$ cat src/rtl/seg7_scan_ctrl.sv
`default_nettype none
// ============================================================================
//  Module   : seg7_scan_ctrl
//  Purpose  : Time-multiplexed scan controller for an NDIG-digit common-anode
//             7-segment display. Drives one shared segment decoder one digit
//             at a time. Inserts an all-anodes-off gap before every digit so
//             the display does not ghost. Takes a snapshot of the digits and
//             dots once per frame so that a time update mid-frame never tears.
//  Ports    : clk      - system clock, rising edge
//             rst_n    - asynchronous active-low reset
//             en       - scan enable; low holds the display dark and
//                        restarts the scan
//             digits   - BCD codes, digit k = digits[4k+3:4k]
//             dots     - dot request per digit, bit k = digit k
//             lzb      - leading-zero blanking enable (used every cycle)
//             din_out  - code to the segment decoder, 4'hA = blank
//             dot_en   - dot enable to the segment decoder
//             an       - active-low digit anodes, at most one low
//             frame    - one-cycle pulse when the scan wraps to digit 0
//             idx      - index of the current digit
//  Revision : 1.0 - initial release
// ============================================================================
module seg7_scan_ctrl #(
  parameter int unsigned NDIG  = 4,
  parameter int unsigned DWELL = 50000,
  parameter int unsigned BLANK = 500
) (
  input  logic                    clk,
  input  logic                    rst_n,
  input  logic                    en,
  input  logic [4*NDIG-1:0]       digits,
  input  logic [NDIG-1:0]         dots,
  input  logic                    lzb,
  output logic [3:0]              din_out,
  output logic                    dot_en,
  output logic [NDIG-1:0]         an,
  output logic                    frame,
  output logic [$clog2(NDIG)-1:0] idx
);

  localparam int unsigned IDX_W   = $clog2(NDIG);
  localparam int unsigned CNT_MAX = (DWELL > BLANK) ? DWELL : BLANK;
  localparam int unsigned CNT_W   = (CNT_MAX > 1) ? $clog2(CNT_MAX) : 1;

  localparam logic [CNT_W-1:0] c_blank_last = CNT_W'(BLANK - 1);
  localparam logic [CNT_W-1:0] c_dwell_last = CNT_W'(DWELL - 1);
  localparam logic [IDX_W-1:0] c_idx_last   = IDX_W'(NDIG - 1);
  localparam logic [3:0]       c_blank_code = 4'hA;

  typedef enum logic [0:0] {
    ST_BLANKING = 1'b0,
    ST_SHOWING  = 1'b1
  } state_t;

  // Scan state
  state_t            state_q, state_d;
  logic [IDX_W-1:0]  idx_q, idx_d;
  logic [CNT_W-1:0]  cnt_q, cnt_d;
  logic [4*NDIG-1:0] snap_dig_q, snap_dig_d;
  logic [NDIG-1:0]   snap_dot_q, snap_dot_d;

  // Output registers
  logic              frame_q, frame_d;
  logic [NDIG-1:0]   an_q, an_d;
  logic [3:0]        din_q, din_d;
  logic              dot_q, dot_d;

  // Leading-zero bookkeeping, taken from the snapshot being loaded
  logic [NDIG-1:0]   dig_zero;
  logic [NDIG-1:0]   lz_blank;
  logic [3:0]        sel_dig;

  // --------------------------------------------------------------------------
  // Scan sequencing and snapshot
  // --------------------------------------------------------------------------
  always_comb begin
    state_d    = state_q;
    idx_d      = idx_q;
    cnt_d      = cnt_q;
    snap_dig_d = snap_dig_q;
    snap_dot_d = snap_dot_q;
    frame_d    = 1'b0;

    if (!en) begin
      state_d = ST_BLANKING;
      idx_d   = '0;
      cnt_d   = '0;
    end else begin
      // The frame starts with the blanking gap of digit 0. Capture the
      // snapshot there so the whole frame shows one consistent value.
      if (state_q == ST_BLANKING && idx_q == '0 && cnt_q == '0) begin
        snap_dig_d = digits;
        snap_dot_d = dots;
      end

      unique case (state_q)
        ST_BLANKING: begin
          if (cnt_q == c_blank_last) begin
            state_d = ST_SHOWING;
            cnt_d   = '0;
          end else begin
            cnt_d = cnt_q + CNT_W'(1);
          end
        end
        ST_SHOWING: begin
          if (cnt_q == c_dwell_last) begin
            state_d = ST_BLANKING;
            cnt_d   = '0;
            if (idx_q == c_idx_last) begin
              idx_d   = '0;
              frame_d = 1'b1;
            end else begin
              idx_d = idx_q + IDX_W'(1);
            end
          end else begin
            cnt_d = cnt_q + CNT_W'(1);
          end
        end
        default: begin
          state_d = ST_BLANKING;
          cnt_d   = '0;
        end
      endcase
    end
  end

  // --------------------------------------------------------------------------
  // Leading-zero detection on the next snapshot value
  // --------------------------------------------------------------------------
  generate
    for (genvar k = 0; k < NDIG; k++) begin : g_dig_zero
      assign dig_zero[k] = (snap_dig_d[4*k +: 4] == 4'h0);
    end
  endgenerate

  // lz_blank[k] is set when digit k and every digit above it are zero.
  // Digit 0 is never blanked, so a value of all zeros still shows "0".
  always_comb begin
    lz_blank         = '0;
    lz_blank[NDIG-1] = dig_zero[NDIG-1];
    for (int k = NDIG - 2; k >= 1; k--) begin
      lz_blank[k] = dig_zero[k] & lz_blank[k+1];
    end
    lz_blank[0] = 1'b0;
  end

  // --------------------------------------------------------------------------
  // Output decode, computed from next-state values so that the registered
  // outputs line up with the scan state they describe.
  // --------------------------------------------------------------------------
  always_comb begin
    an_d    = '1;
    sel_dig = 4'h0;
    din_d   = 4'h0;
    dot_d   = 1'b0;
    for (int k = 0; k < NDIG; k++) begin
      if (idx_d == IDX_W'(k)) begin
        sel_dig = snap_dig_d[4*k +: 4];
        dot_d   = snap_dot_d[k];
        // The digit code is shown during blanking too, so the decoder has
        // settled before the anode turns on.
        din_d   = (lzb && lz_blank[k]) ? c_blank_code : sel_dig;
        if (state_d == ST_SHOWING) begin
          an_d[k] = 1'b0;
        end
      end
    end
  end

  // --------------------------------------------------------------------------
  // Registers
  // --------------------------------------------------------------------------
  always_ff @(posedge clk or negedge rst_n) begin
    if (!rst_n) begin
      state_q    <= ST_BLANKING;
      idx_q      <= '0;
      cnt_q      <= '0;
      snap_dig_q <= '0;
      snap_dot_q <= '0;
      frame_q    <= 1'b0;
      an_q       <= '1;
      din_q      <= 4'h0;
      dot_q      <= 1'b0;
    end else begin
      state_q    <= state_d;
      idx_q      <= idx_d;
      cnt_q      <= cnt_d;
      snap_dig_q <= snap_dig_d;
      snap_dot_q <= snap_dot_d;
      frame_q    <= frame_d;
      an_q       <= an_d;
      din_q      <= din_d;
      dot_q      <= dot_d;
    end
  end

  assign din_out = din_q;
  assign dot_en  = dot_q;
  assign an      = an_q;
  assign frame   = frame_q;
  assign idx     = idx_q;

endmodule
`default_nettype wire

$ cat config.mk
export PLATFORM = sky130hd
export DESIGN_NAME = seg7_scan_ctrl
export DESIGN_NICKNAME = d
export VERILOG_FILES = /design/src/rtl/seg7_scan_ctrl.sv
export SDC_FILE = /design/constraint.sdc
export NUM_CORES = 1
export LEC_CHECK = 0
export ABC_AREA = 1
export CORE_UTILIZATION = 35
export CTS_CLUSTER_SIZE = 30
export DETAILED_ROUTE_END_ITERATION = 8
export SKIP_LAST_GASP = 1
export SLEW_MARGIN = 20
export SYNTH_ARGS = -nofsm -noshare
export SYNTH_HDL_FRONTEND = slang
export SYNTH_SLANG_ARGS = --single-unit
$ cat constraint.sdc
create_clock -name clk -period 1.7 [get_ports clk]
set_input_delay 0.34 -clock clk [delete_from_list [all_inputs] [get_ports clk]]
set_output_delay 0.34 -clock clk [all_outputs]
set_load 0.01 [all_outputs]
**Yosys cells after proc, flatten, opt, wreduce, memory -nomap -nowiden**

Cells that the tools add are included.

- Register bits: 49
- Input port bits: 24
- Output and inout port bits: 12
- Word-level logic and storage cells: 67

- $add $sub $neg: 2
- Equality and inequality tests: 6
- Mux-type cells: 36
- Bitwise operators: 3
- Reductions and logical operators: 11

Operator list:

| cell | count |
|---|---|
| $mux 16 | 5 |
| $mux 4 | 9 |
| $pmux 16 s2 | 1 |
| $add 16x1->16 const B | 1 |
| $eq 16x16->1 const B | 1 |
| $eq 16x9->1 const B | 1 |
| $logic_not 16->1 | 1 |
| $mux 1 | 16 |
| $logic_not 4->1 | 3 |
| $mux 2 | 4 |
| $eq 2x2->1 const B | 3 |
| $logic_and 1x1->1 | 5 |
| $logic_not 2->1 | 2 |
| $add 2x1->2 const B | 1 |
| $and 1x1->1 | 2 |
| $eq 2x1->1 const B | 1 |
| $pmux 1 s2 | 1 |
| $not 1->1 | 1 |

**Longest topological paths before layout**

- Depth after elaboration: 13
- Gate-level depth with buffers: 14
- Mapped depth without buffers: 14

**Worst setup path before layout**

Ideal clock, no wire load.

- Kind: reg2reg
- From: register idx_q[0] (netlist: idx[0])
- To: register din_q[0] (netlist: din_out[0])
- Setup time: 0.137 ns
- Data arrival time: 1.723 ns
- Setup slack: -0.160 ns
- Cell stages (with the launch flop): 10
- Cells stage by stage: dfrtp_1 > inv_1 > ha_1 > nand4_1 > nor2_4 > nand2_4 > buf_2 > mux2_1 > nand2_1 > o2111ai_1

RTL lines:

| element | line | RTL |
|---|---|---|
| start: declaration | 57 | `logic [IDX_W-1:0] idx_q, idx_d;` |
| start signal: assignment | 186 | `idx_q <= idx_d;` |
| $logic_not 2->1 | 91 | `if (state_q == ST_BLANKING && idx_q == '0 && cnt_q == '0) begin` |
| $logic_and 1x1->1 (2 in a row) | 91 |  |
| $mux 16 | 91 |  |
| $mux 16 | 84 | `if (!en) begin` |
| via snap_dig_d[0] | 59 | `logic [4*NDIG-1:0] snap_dig_q, snap_dig_d;` |
| $mux 4 (4 in a row) | 157 | `if (idx_d == IDX_W'(k)) begin` |
| via din_d[0] | 65 | `logic [3:0] din_q, din_d;` |
| end signal: assignment | 192 | `din_q <= din_d;` |
| end: declaration | 65 |  |

The timed path passes the listed nets, and every way through them passes these cells.

**Final worst setup path**

- From: register idx_q[0] (netlist: idx[0])
- To: register dot_q (netlist: dot_en)

RTL lines:

| element | line | RTL |
|---|---|---|
| $logic_not 2->1 | 91 |  |
| $logic_and 1x1->1 (2 in a row) | 91 |  |
| $mux 4 | 91 |  |
| $mux 4 | 84 |  |
| via snap_dot_d[1] | 60 | `logic [NDIG-1:0] snap_dot_q, snap_dot_d;` |
| $mux 1 (3 in a row) | 157 |  |
| via dot_d | 66 | `logic dot_q, dot_d;` |
| end signal: assignment | 193 | `dot_q <= dot_d;` |
| end: declaration | 66 |  |

The timed path passes the listed nets, and every way through them passes these cells.

==> summary.md <==
| Metric | Value |
|---|---|
| Critical path's slowest cell | dfrtp_1 |
| Crit path cell chain | inv_2 -> ha_1 -> nand4_1 -> nor2_4 -> nand2_4 -> buf_12 -> buf_4 -> mux2_2 -> nand2_1 -> nand4_1 |
| Clock-pin slew on the worst setup and hold paths | 0.10 ns |
| Total GRT Usage | 0.188 |
| DRT iter0 DRCs | 71 |
| Post-synthesis cell type count | 36 |
| Gpl congestion | 0.859 |
| # DRC | 0 |
| Insertion delay to the later sink of the worst-skew pair | 0.31 ns |
| Post-synthesis sequential area ratio | 0.497 |
| Slew Limit Headroom | 0.724 |
| Critical Path AT | 2.10 ns |
| Vias in the first global route | approximately 2,400 |
| Vert. Die Dim | 86.1 um |
| Max Clock Freq | 526 MHz |
| Max cap viols | 0 |
| CP Max Fanout | 9 |
| Final setup fails | 14 |
| Via count | approximately 2,300 |
| Critical path endpoint category | flop |
| Clock sink total | 49 |
| Seq pwr share | 0.476 |
| Cells after Synth | 296 |
| Crit Path Category | flop to flop |
| Total gr overflow | 0 |
| Core footprint | approximately 6800 sq um |
| First-pass detailed-route iteration total | 5 |
| Final wirelength | 6360 um |
| I/O pin cnt | 36 |
| Commonest non-fill, non-tap cell in the layout | buf_4 |
| Routed wl met3 | 159 um |
| Cell internal pwr | about 2000 uW |
| Synth Warn # | 0 |
| Sw frac | 0.292 |
| Clock Skew | 0.00997 ns |
| Area occupied by multi-input gates | 1260 sq um |
| Post-Syn Area | approximately 2500 sq um |
| CTS buffer count | 5 |
| Final Hold Fails | 0 |
| Met2 wire length | 3030 um |
| CP required | 1.89 ns |
| Htree depth | 2 |
| Hold slack | approximately 0.47 ns |
| Starting Density | 0.363 |
| Die area | 7420 sq um |
| Net Count, Synth | between 300 and 400 |
| Pwr per Cell Area | slightly above 700 nW/um^2 |
| Die X-Extent | between 80 and 90 um |
| First-pass GRT wire length | ~11,000 um |
| Final Cycle Share | 1.12 |
| R2R Path Start | idx[0]$_DFF_PN0_ |
| Nets | 446 |
| Hold Path Class | flop to flop |
| Leakage | between 0.0015 and 0.002 uW |
| Crit path largest cell delay | 0.40 ns |
| Vias/cell | 4.50 |
| CTS tree | yes |
| Most frequent cells in the layout | buf_4 (76), nand2_1 (64), dfrtp_1 (45), inv_1 (44), clkdlybuf4s50_1 (29) |
| Avg WL per Cell | 12.4 um |
| Worst vdd ir | 0.000434 V |
| PortBufs | 35 |
| Pre-CTS WS | -0.527 ns |
| Num rows | 30 |
| Layout cell share with drive strength beyond 1 | 0.408 |
| Crit. Startpoint | idx[0]$_DFF_PN0_ |
| Pin count of the biggest net entering global routing | 35 |
| Max clock buf depth | 2 |
| Uppermost layer routed | met4 |
| Unrepaired setup endpoints after global routing | true |
| Final Critical Period | 1.90 ns |
| Fillers | ~630 |
| Flop and latch count out of synthesis | 49 |
| CP Launch Type | flop |
| Seq. cell area | 1230 sq um |
| Clock network power share | 0.260 |
| Antenna violation net count after detailed routing | 0 |
| Failing checks | negative setup slack |
| Syn Area/Cell | 8.37 sq um |
| Logic pwr share | 0.264 |
| Initial antenna violation count | 0 |
| Root Driver | clkbuf_8 |
| Net Sw Power | 823 uW |
| Final setup slack of the worst path | -0.202 ns |
| Fin. max-slew vios | 0 |
| Min-delay src | cnt_q[0]$_DFF_PN0_ |
| N_diodes | 0 |
| CP most frequent cell | nand4_1 |
| P&R area growth vs syn | 58.8% |
| Worst-margin pin slew | 0.414 ns |
| WL met1 | 3080 um |
| Outcome | finished, violations left |
| Placed wire-length estimate | 4550 um |
## power groups by stage
stage | clock [uW] | combinational, uW | sequential (uW)
after floorplan | 0 | 295 | 1370
after global placement | 0 | 650 | 1360
after detailed placement | 0 | 655 | 1360
after CTS | 757 | 721 | 1340
after global routing | 805 | 820 | 1360
final | 732 | 744 | 1340
## per-stage QoR
step                      area, sq um  TNS (ns)  utilization  instances  power, uW
after floorplan                  2490    -0.543            -        296       1670
after global placement           3490     -6.27        0.511        494       2010
after detailed placement         3490     -6.74        0.511        494       2020
after CTS                        3800    -0.758        0.556        513       2820
after global routing             3930     -3.39        0.576        515       2980
final                            3930     -1.07        0.576        515       2820
## logic make-up (layout without fill, tap and decap cells)
group | after synthesis | in the layout | synth area share
simple gates | 150 | 151 | 0.286
buf+inv | 59 | 181 | 0.0934
flops | 49 | 49 | 0.497
compound gates | 23 | 23 | 0.0586
mux | 6 | 6 | 0.0273
xor+xnor | 5 | 5 | 0.0177
fa+ha+maj | 4 | 4 | 0.0202
## worst paths after layout
check / slack (ns) / end / depth (start not counted)
max: -0.20 / dot_en$_DFF_PN0_ / 10
min: 0.47 / cnt_q[0]$_DFF_PN0_ / 1
max reg2reg: -0.20 / dot_en$_DFF_PN0_ / 10
min reg2reg: 0.47 / cnt_q[0]$_DFF_PN0_ / 1
max in group asynchronous: 0.63 / an[3]$_DFF_PN1_ / 3
min in group asynchronous: 0.49 / snap_dig_q[7]$_DFF_PN0_ / 2
## worst max-delay path, delay by kind of cell, from the launching register on
| family | cells | cell delay (ns) |
|---|---|---|
| flops | 1 | 0.40 |
| mux | 1 | 0.27 |
| buf+inv | 3 | 0.36 |
| fa+ha+maj | 1 | 0.14 |
| simple gates | 5 | 0.62 |
## sequential cells by signal, indices dropped and copies added (netlist names)
signal      flops
snap_dig_q     16
idx             2
an              4
cnt_q          16
dot_en          1
snap_dot_q      4
frame           1
state_q         1
din_out         4
## layer usage
metal,vias up,global-route usage
met5,-,0
met4,0,0.0561
met1,1101,0.256
met3,10,0.0327
li1,1175,-
met2,32,0.306
## cell usage after synthesis, drive strengths merged
| cell type | instances | area, sq um |
|---|---|---|
| nand4 | 6 | 37.5 |
| nor3 | 8 | 45.0 |
| o21a | 1 | 7.51 |
| nand2 | 76 | 295 |
| inv | 56 | 210 |
| nor2 | 36 | 174 |
| nand3b | 7 | 52.6 |
| o21ai | 10 | 53.8 |
| a21oi | 7 | 42.5 |
| xor2 | 2 | 17.5 |
| buf | 3 | 21.3 |
| nor3b | 3 | 22.5 |
| dfrtp | 45 | 1130 |
| nor4 | 1 | 6.26 |
| a311oi | 1 | 8.76 |
| dfstp | 4 | 105 |
| nand3 | 13 | 75.1 |
| ha | 4 | 50.1 |
| a221oi | 1 | 8.76 |
| o2111ai | 2 | 17.5 |
| mux2 | 6 | 67.6 |
| a31oi | 1 | 6.26 |
| xnor2 | 3 | 26.3 |
## timing repair
item	in CTS	in global routing
gates cloned	1	0
setup buffers	9	5
hold buffers	1	0
pin swaps	9	14
setup endpoints to repair	22	43
hold endpoints to repair	15	0
gates resized for setup	37	34
## final cells by class
type | instances | share of cell area
inverter | 56 | 0.0553
sequential | 49 | 0.313
tap | 96 | 0.0305
multi-input combinational | 189 | 0.321
clock buffer | 5 | 0.0175
timing repair buffer | 117 | 0.256
clock inverter | 3 | 0.00668
No activity file was read; power rests on OpenSTA's default activity.
